File: src/rtl/agn_pkg.sv
// Shared definitions for the multi-waveform generator family.
package agn_pkg;

  typedef enum logic [1:0] {
    MODE_SAW = 2'd0,
    MODE_TRI = 2'd1,
    MODE_SQR = 2'd2,
    MODE_RMP = 2'd3
  } mode_e;

  // Clamp value to the largest number representable in width bits.
  function automatic logic [63:0] sat(input logic [63:0] value, input int width);
    logic [63:0] lim;
    lim = (width >= 64) ? '1 : ((64'd1 << width) - 64'd1);
    return (value > lim) ? lim : value;
  endfunction

endpackage

File: src/rtl/agn_msat.sv
// Modulate a wave sample by m, rescale by 2^MSH and saturate to W bits.
module agn_msat
  import agn_pkg::*;
#(
  parameter int W   = 12,
  parameter int MW  = 8,
  parameter int MSH = 7
) (
  input  logic [W-1:0]  wave,
  input  logic [MW-1:0] m,
  output logic [W-1:0]  scaled
);

  logic [W+MW-1:0] prod;
  logic [W+MW-1:0] shr;

  // Full-width product so large gains clamp instead of wrapping.
  always_comb begin
    prod   = (W+MW)'(wave) * (W+MW)'(m);
    shr    = prod >> MSH;
    scaled = W'(sat(64'(shr), W));
  end

endmodule

File: src/rtl/agn_mwave.sv
// Multi-waveform generator: ce-stepped phase counter, shadowed period/step/mode,
// wave select, amplitude modulation and registered output with period-end flag.
module agn_mwave
  import agn_pkg::*;
#(
  parameter int W   = 12,
  parameter int NPW = 16,
  parameter int MW  = 8,
  parameter int MSH = 7
) (
  input  logic           clk,
  input  logic           rst_n,
  input  logic           ce,
  input  logic [NPW-1:0] np,
  input  logic [W-1:0]   k,
  input  logic [1:0]     mode,
  input  logic [MW-1:0]  m,
  output logic [W-1:0]   out,
  output logic           co
);

  localparam int PW = NPW + W + 1;

  logic [NPW-1:0] cb, np_s, half, dn;
  logic [W-1:0]   k_s;
  mode_e          mode_s;
  logic           at_end, up_half;
  logic [PW-1:0]  saw_w, rmp_w, tri_w, sqr_w, sel_w;
  logic [W-1:0]   wave, scaled;

  assign at_end = (cb == np_s);

  // Phase counter; period, step and mode only change at the wrap (or reset).
  always_ff @(posedge clk) begin
    if (!rst_n) begin
      cb     <= '0;
      np_s   <= np;
      k_s    <= k;
      mode_s <= mode_e'(mode);
    end else if (ce) begin
      if (at_end) begin
        cb     <= '0;
        np_s   <= np;
        k_s    <= k;
        mode_s <= mode_e'(mode);
      end else begin
        cb <= NPW'(cb + 1);
      end
    end
  end

  // Wave shapes at full product width, then clamp to a W-bit sample.
  always_comb begin
    half    = np_s >> 1;
    dn      = np_s - cb;
    up_half = (cb <= half);
    saw_w   = PW'(cb) * PW'(k_s);
    rmp_w   = PW'(dn) * PW'(k_s);
    tri_w   = up_half ? (saw_w << 1) : (rmp_w << 1);
    sqr_w   = up_half ? (PW'(np_s) * PW'(k_s)) : '0;
    case (mode_s)
      MODE_SAW: sel_w = saw_w;
      MODE_TRI: sel_w = tri_w;
      MODE_SQR: sel_w = sqr_w;
      default:  sel_w = rmp_w;
    endcase
    wave = W'(sat(64'(sel_w), W));
  end

  agn_msat #(.W(W), .MW(MW), .MSH(MSH)) u_msat (
    .wave   (wave),
    .m      (m),
    .scaled (scaled)
  );

  // Output stage runs every clock so m changes show up even with ce low.
  always_ff @(posedge clk) begin
    if (!rst_n) begin
      out <= '0;
      co  <= 1'b0;
    end else begin
      out <= scaled;
      co  <= at_end;
    end
  end

endmodule

File: config.mk
export PLATFORM = sky130hd
export DESIGN_NAME = agn_mwave
export DESIGN_NICKNAME = d
export VERILOG_FILES = /design/src/rtl/agn_pkg.sv /design/src/rtl/agn_msat.sv /design/src/rtl/agn_mwave.sv
export SDC_FILE = /design/constraint.sdc
export NUM_CORES = 2
export LEC_CHECK = 0
export CAP_MARGIN = 30
export CORE_AREA = 2 2 198 200
export DETAILED_ROUTE_END_ITERATION = 7
export DIE_AREA = 0 0 200 202
export GPL_TIMING_DRIVEN = 0
export PLACE_DENSITY_LB_ADDON = 0.2
export SYNTH_ARGS = -nofsm -noshare
export SYNTH_HDL_FRONTEND = slang
export SYNTH_SLANG_ARGS = --single-unit
export TNS_END_PERCENT = 30
File: constraint.sdc
create_clock -name clk -period 40.4 [get_ports clk]
set_input_delay 8.08 -clock clk [delete_from_list [all_inputs] [get_ports clk]]
set_output_delay 8.08 -clock clk [all_outputs]
set_load 0.03 [all_outputs]
; ---- After elaboration in Yosys (flattened, before gate mapping)
; Index checks and enable logic that the tools add are counted.
[op_classes]
n_eq_ne = 5
n_addsub = 2
magnitude_cmp = 3
n_reduce_logical = 2
muxes = 15
n_mul = 4
[ops]
columns = cell, count
row1 = $pmux 29 s3, 1
row2 = $mul 16x12->28, 3
row3 = $mux 16, 4
row4 = $mux 12, 5
row5 = $gt 29x12->1 const B, 1
row6 = $mux 29, 1
row7 = $mux 28, 1
row8 = $mul 12x8->20, 1
row9 = $add 16x1->16 const B, 1
row10 = $eq 16x16->1, 1
row11 = $le 16x15->1, 1
row12 = $sub 16x16->16, 1
row13 = $gt 13x12->1 const B, 1
row14 = $mux 2, 3
row15 = $ne 2x1->1 const B, 2
row16 = $eq 2x1->1 const B, 1
row17 = $eq 2x2->1 const B, 1
row18 = $logic_not 2->1, 1
row19 = $reduce_and 2->1, 1
[word_totals]
inputBits = 41
elab_cells = 37
reg_bits = 59
out_inout_bits = 13

; ---- Longest topological paths before layout
[depth]
depth_word = 9
depth_mapped = 62
depth_no_buf = 60

; ---- Hierarchy
; Synthesis repeated with hierarchy kept, for this count alone.
[hier_totals]
cells_unflattened = 3205
hier_area_um2 = 26685.6
[by_module_without_submodules]
columns = module, cells_per_inst, instances, area_per_inst_um2
row1 = agn_mwave, 2819, 1, 23483.8
row2 = agn_msat, 386, 1, 3201.8

; ---- Worst setup path after synthesis
; Ideal clock, no wire load.
[synth_timing]
path_type = register to register
start = register cb[1]
end = register out[5]
path_buffers = 3
path_stages_with_launch = 59
required_ns = 40.275
arrival_time_ns = 13.561
synth_period_minus_slack_ns = 13.686
slack_ns = 26.714
cell_sequence = dfxtp_1 -> clkbuf_1 -> inv_1 -> ha_1 -> nor2b_1 -> o21ai_0 -> a21boi_0 -> o21ai_0 -> a21boi_0 -> o21ai_0 -> a21boi_0 -> o21ai_0 -> a21boi_0 -> o21a_1 -> o21ba_2 -> a211oi_1 -> clkbuf_1 -> nand3_1 -> [... 23 more ...] -> fa_1 -> inv_1 -> fa_1 -> fa_1 -> inv_1 -> fa_1 -> inv_1 -> ha_1 -> a21o_1 -> a21o_1 -> a21o_1 -> a21o_1 -> a21o_1 -> a21o_1 -> a21oi_1 -> a311oi_2 -> xor2_2 -> o41a_1
[synth_via]
elab_chain_cells = 9
[synth_lines]
columns = item, line
row1 = "start, declared", agn_mwave.sv:24  ; logic [NPW-1:0] cb, np_s, half, dn;
row2 = "start signal, assigned", agn_mwave.sv:47  ; cb <= NPW'(cb + 1);
row3 = $sub 16x16->16, agn_mwave.sv:55  ; dn = np_s - cb;
row4 = $mul 16x12->28, agn_mwave.sv:58  ; rmp_w = PW'(dn) * PW'(k_s);
row5 = $mux 29, agn_mwave.sv:59  ; tri_w = up_half ? (saw_w << 1) : (rmp_w << 1);
row6 = $pmux 29 s3 *, agn_mwave.sv:61  ; case (mode_s)
row7 = $gt 29x12->1, agn_pkg.sv:15  ; return (value > lim) ? lim : value;
row8 = $mux 12 *, agn_pkg.sv:15
row9 = $mul 12x8->20 *, agn_msat.sv:19  ; prod = (W+MW)'(wave) * (W+MW)'(m);
row10 = $gt 13x12->1, agn_pkg.sv:15
row11 = $mux 12 *, agn_pkg.sv:15
row12 = "end signal, assigned", agn_mwave.sv:82  ; out <= scaled;
row13 = "end, declared", agn_mwave.sv:18  ; output logic [W-1:0] out,
; Every way passes the cells marked *; elsewhere a longest branch is shown, timed or not.
; A chain may end at the register's enable or synchronous reset.

; ---- Worst setup path after layout
; Ends and elaborated chain as after synthesis.

==> reports/results.ini <==
[synthesis]
ys.flop_type = edfxtp_1
yosys_register_bits = 59
synth_top_area_share_pct = 36.4
yosysTopAreaCell = fa_1
ys_seq_area_share_pct = 5.61
synth_edf_count = 30
synth.area.top_cells = fa_1 (36%), ha_1 (13%), inv_1 (8.6%), nand2_1 (6.6%), and2_1 (5.6%)
synth_cell_types = 98
syn_area_per_cell_um2 = 8.40
yosysWarnings = 0
synthArstFlopShare_pct = 0
netlist_area_mm2 = 0.0264
netlist_instances = 3141
syn_nets = 3928

[route]
drcViolationCount = 4
drtIter0Drc = 2499
wl_um = 84400
vias = 23200
wl_per_cell_um = 22.6
drt-pass1-iter-count = 8
vias_per_cell = 6.21
ant_nets = 0

[hold_path]
min_path_type = reg2reg

[floorplan]
coreArea_mm2 = 0.0383
die-area_mm2 = 0.0404
start_util_pct = 68.9
die_width_um = 200
ios = 54
num_rows = 72
die_h_um = 202

[sta]
tightest_slew_ps = 1080
slew_viol_final = 0
skew_ps = 16.0
setup_violations = 0
rsz0062_at_grt = no
period_minus_slack_ps = 16610
fin_crit_sh_pct = 41.1
hold_viol_final = 0
hold_ws_ps = 657
maxSlewHeadroom_pct = 28.2
tns_ps = 0
max_freq_mhz = 60.2

[place]
io_buffers = 53
post-dp-hpwl_um = 70500
place.gp.congestion = 1.02
dpl-instance-area_mm2 = 0.0276

[setup_path]
critPathBufInv = 11
critical-path-top-delay-family = compound AO/OA/AOI/OAI gates
critPathMaxStageDelay_ps = 570
crit_fanout = 10
end_kind = flip-flop
crit_top_cell = fa_1
required_ps = 40650
start_kind = flip-flop
cp.arrival_ps = 16860
critical_path_class = reg2reg
cp_slowest_cell = a221oi_1

[cts]
postCtsHoldBufs = 0
cts_tree = built
clock_sinks = 59
cts-resized-gates = 0
clkLatencyLatePin_ps = 380
clk_pin_slew_ps = 70
h-tree-depth = 3
cts-root-buf = clkbuf_16
post_cts_buffers = 0
cts_made_buffers = 9
cts_buffer_depth = 2

[flow_run]
cap_violations = 0

[run_status]
status = finished with violations
violations = DRC

[grt]
grt.total_usage_pct = 43.9
antenna_found_initial = 4
grt_pass1_vias = 23900
grt_max_degree = 30
grt_pass1_wl_um = 133000
gr-total-overflow = 0

[cells_and_area]
layout_common_cells = inv_1 (603), fa_1 (480), nand2_1 (465), ha_1 (266), and2_1 (238)
final_common_cell = inv_1
num_antenna_cells = 0
layout-drive-gt1-share_pct = 1.87
layout.nets = 3996
area_growth_pct = 5.74
fin_area_mm2 = 0.0279
postLayoutCoreUtil_pct = 72.9

-- per-stage QoR --
step / std cells / setup WS [ps]
floorplan: 3141 / 26710
detailed placement: 3715 / 24130
finish: 3732 / 23790
CTS: 3731 / 24050
global route: 3732 / 22780
global placement: 3712 / 24430
-- synth_stat cells (20+ instances only) --
cell type,count
a211oi_1,20
a21o_1,26
a21oi_1,93
and2_1,238
clkbuf_1,171
dfxtp_1,29
edfxtp_1,30
fa_1,480
ha_1,266
inv_1,603
nand2_1,465
nand3_1,61
nand4_1,25
nor2_1,84
nor2b_1,49
nor3_1,30
nor4b_1,24
o21a_1,23
o21ai_0,60
xnor2_1,46
xor2_1,46
-- cells by family (layout without fill, tap and decap cells) --
family | after synthesis | count (layout) | share of synthesized area (%)
DFF | 59 | 59 | 5.61
AOI/OAI and AO/OA | 394 | 394 | 10.5
muxes | 11 | 11 | 0.441
adders and majority gates | 746 | 746 | 49.0
buffers and inverters | 782 | 855 | 11.2
and+or+nand+nor | 1055 | 1055 | 20.0
xor gates and xnor gates | 94 | 94 | 3.20
-- worst register-to-register path: cells and delay by family, from the launching register on --
kind / cells / cell delay [ps]
buf+inv: 11 / 1880
flops: 1 / 510
fa+ha+maj: 12 / 5470
xor+xnor: 2 / 580
compound gates: 27 / 6960
simple gates: 5 / 1060
-- flip-flops by register name, indices dropped and copies added (netlist names) --
signal / count
k_s: 12
cb: 16
co: 1
np_s: 16
out: 12
mode_s: 2
-- layer usage --
metal / GRT usage, % / part of all wire [%] / vias up / wire length, um
li1: - / - / 10100 / -
met1: 57.3 / 38 / 11400 / 31800
met2: 65.3 / 43 / 1373 / 36400
met3: 12.1 / 12 / 354 / 10200
met4: 26.2 / 7.1 / 8 / 5980
met5: 0 / 0.058 / - / 49
-- final timing paths --
path                            slack, ps                 from  cells past startpoint                   to
worst min-delay path                  660  cb[15]$_SDFFE_PN0P_                      3  cb[15]$_SDFFE_PN0P_
worst max register to register      23790   cb[1]$_SDFFE_PN0P_                     57    out[5]$_SDFF_PN0_
worst max-delay path                23790   cb[1]$_SDFFE_PN0P_                     57    out[5]$_SDFF_PN0_
worst min register to register        660  cb[15]$_SDFFE_PN0P_                      3  cb[15]$_SDFFE_PN0P_
-- area by class of cell --
cell class                      count  area (um2)
Multi-Input combinational cell   2300       22000
Fill cell                        2985       10400
Inverter                          604        2270
Sequential cell                    59        1480
Buffer                            178         682
Tap cell                          518         648
Timing Repair Buffer               57         581
Clock buffer                       10         239
Clock inverter                      6        37.5
Power is left out: the tool's default activity adds up to more than one toggle a clock period on the data nets, which glitch-free logic cannot reach.
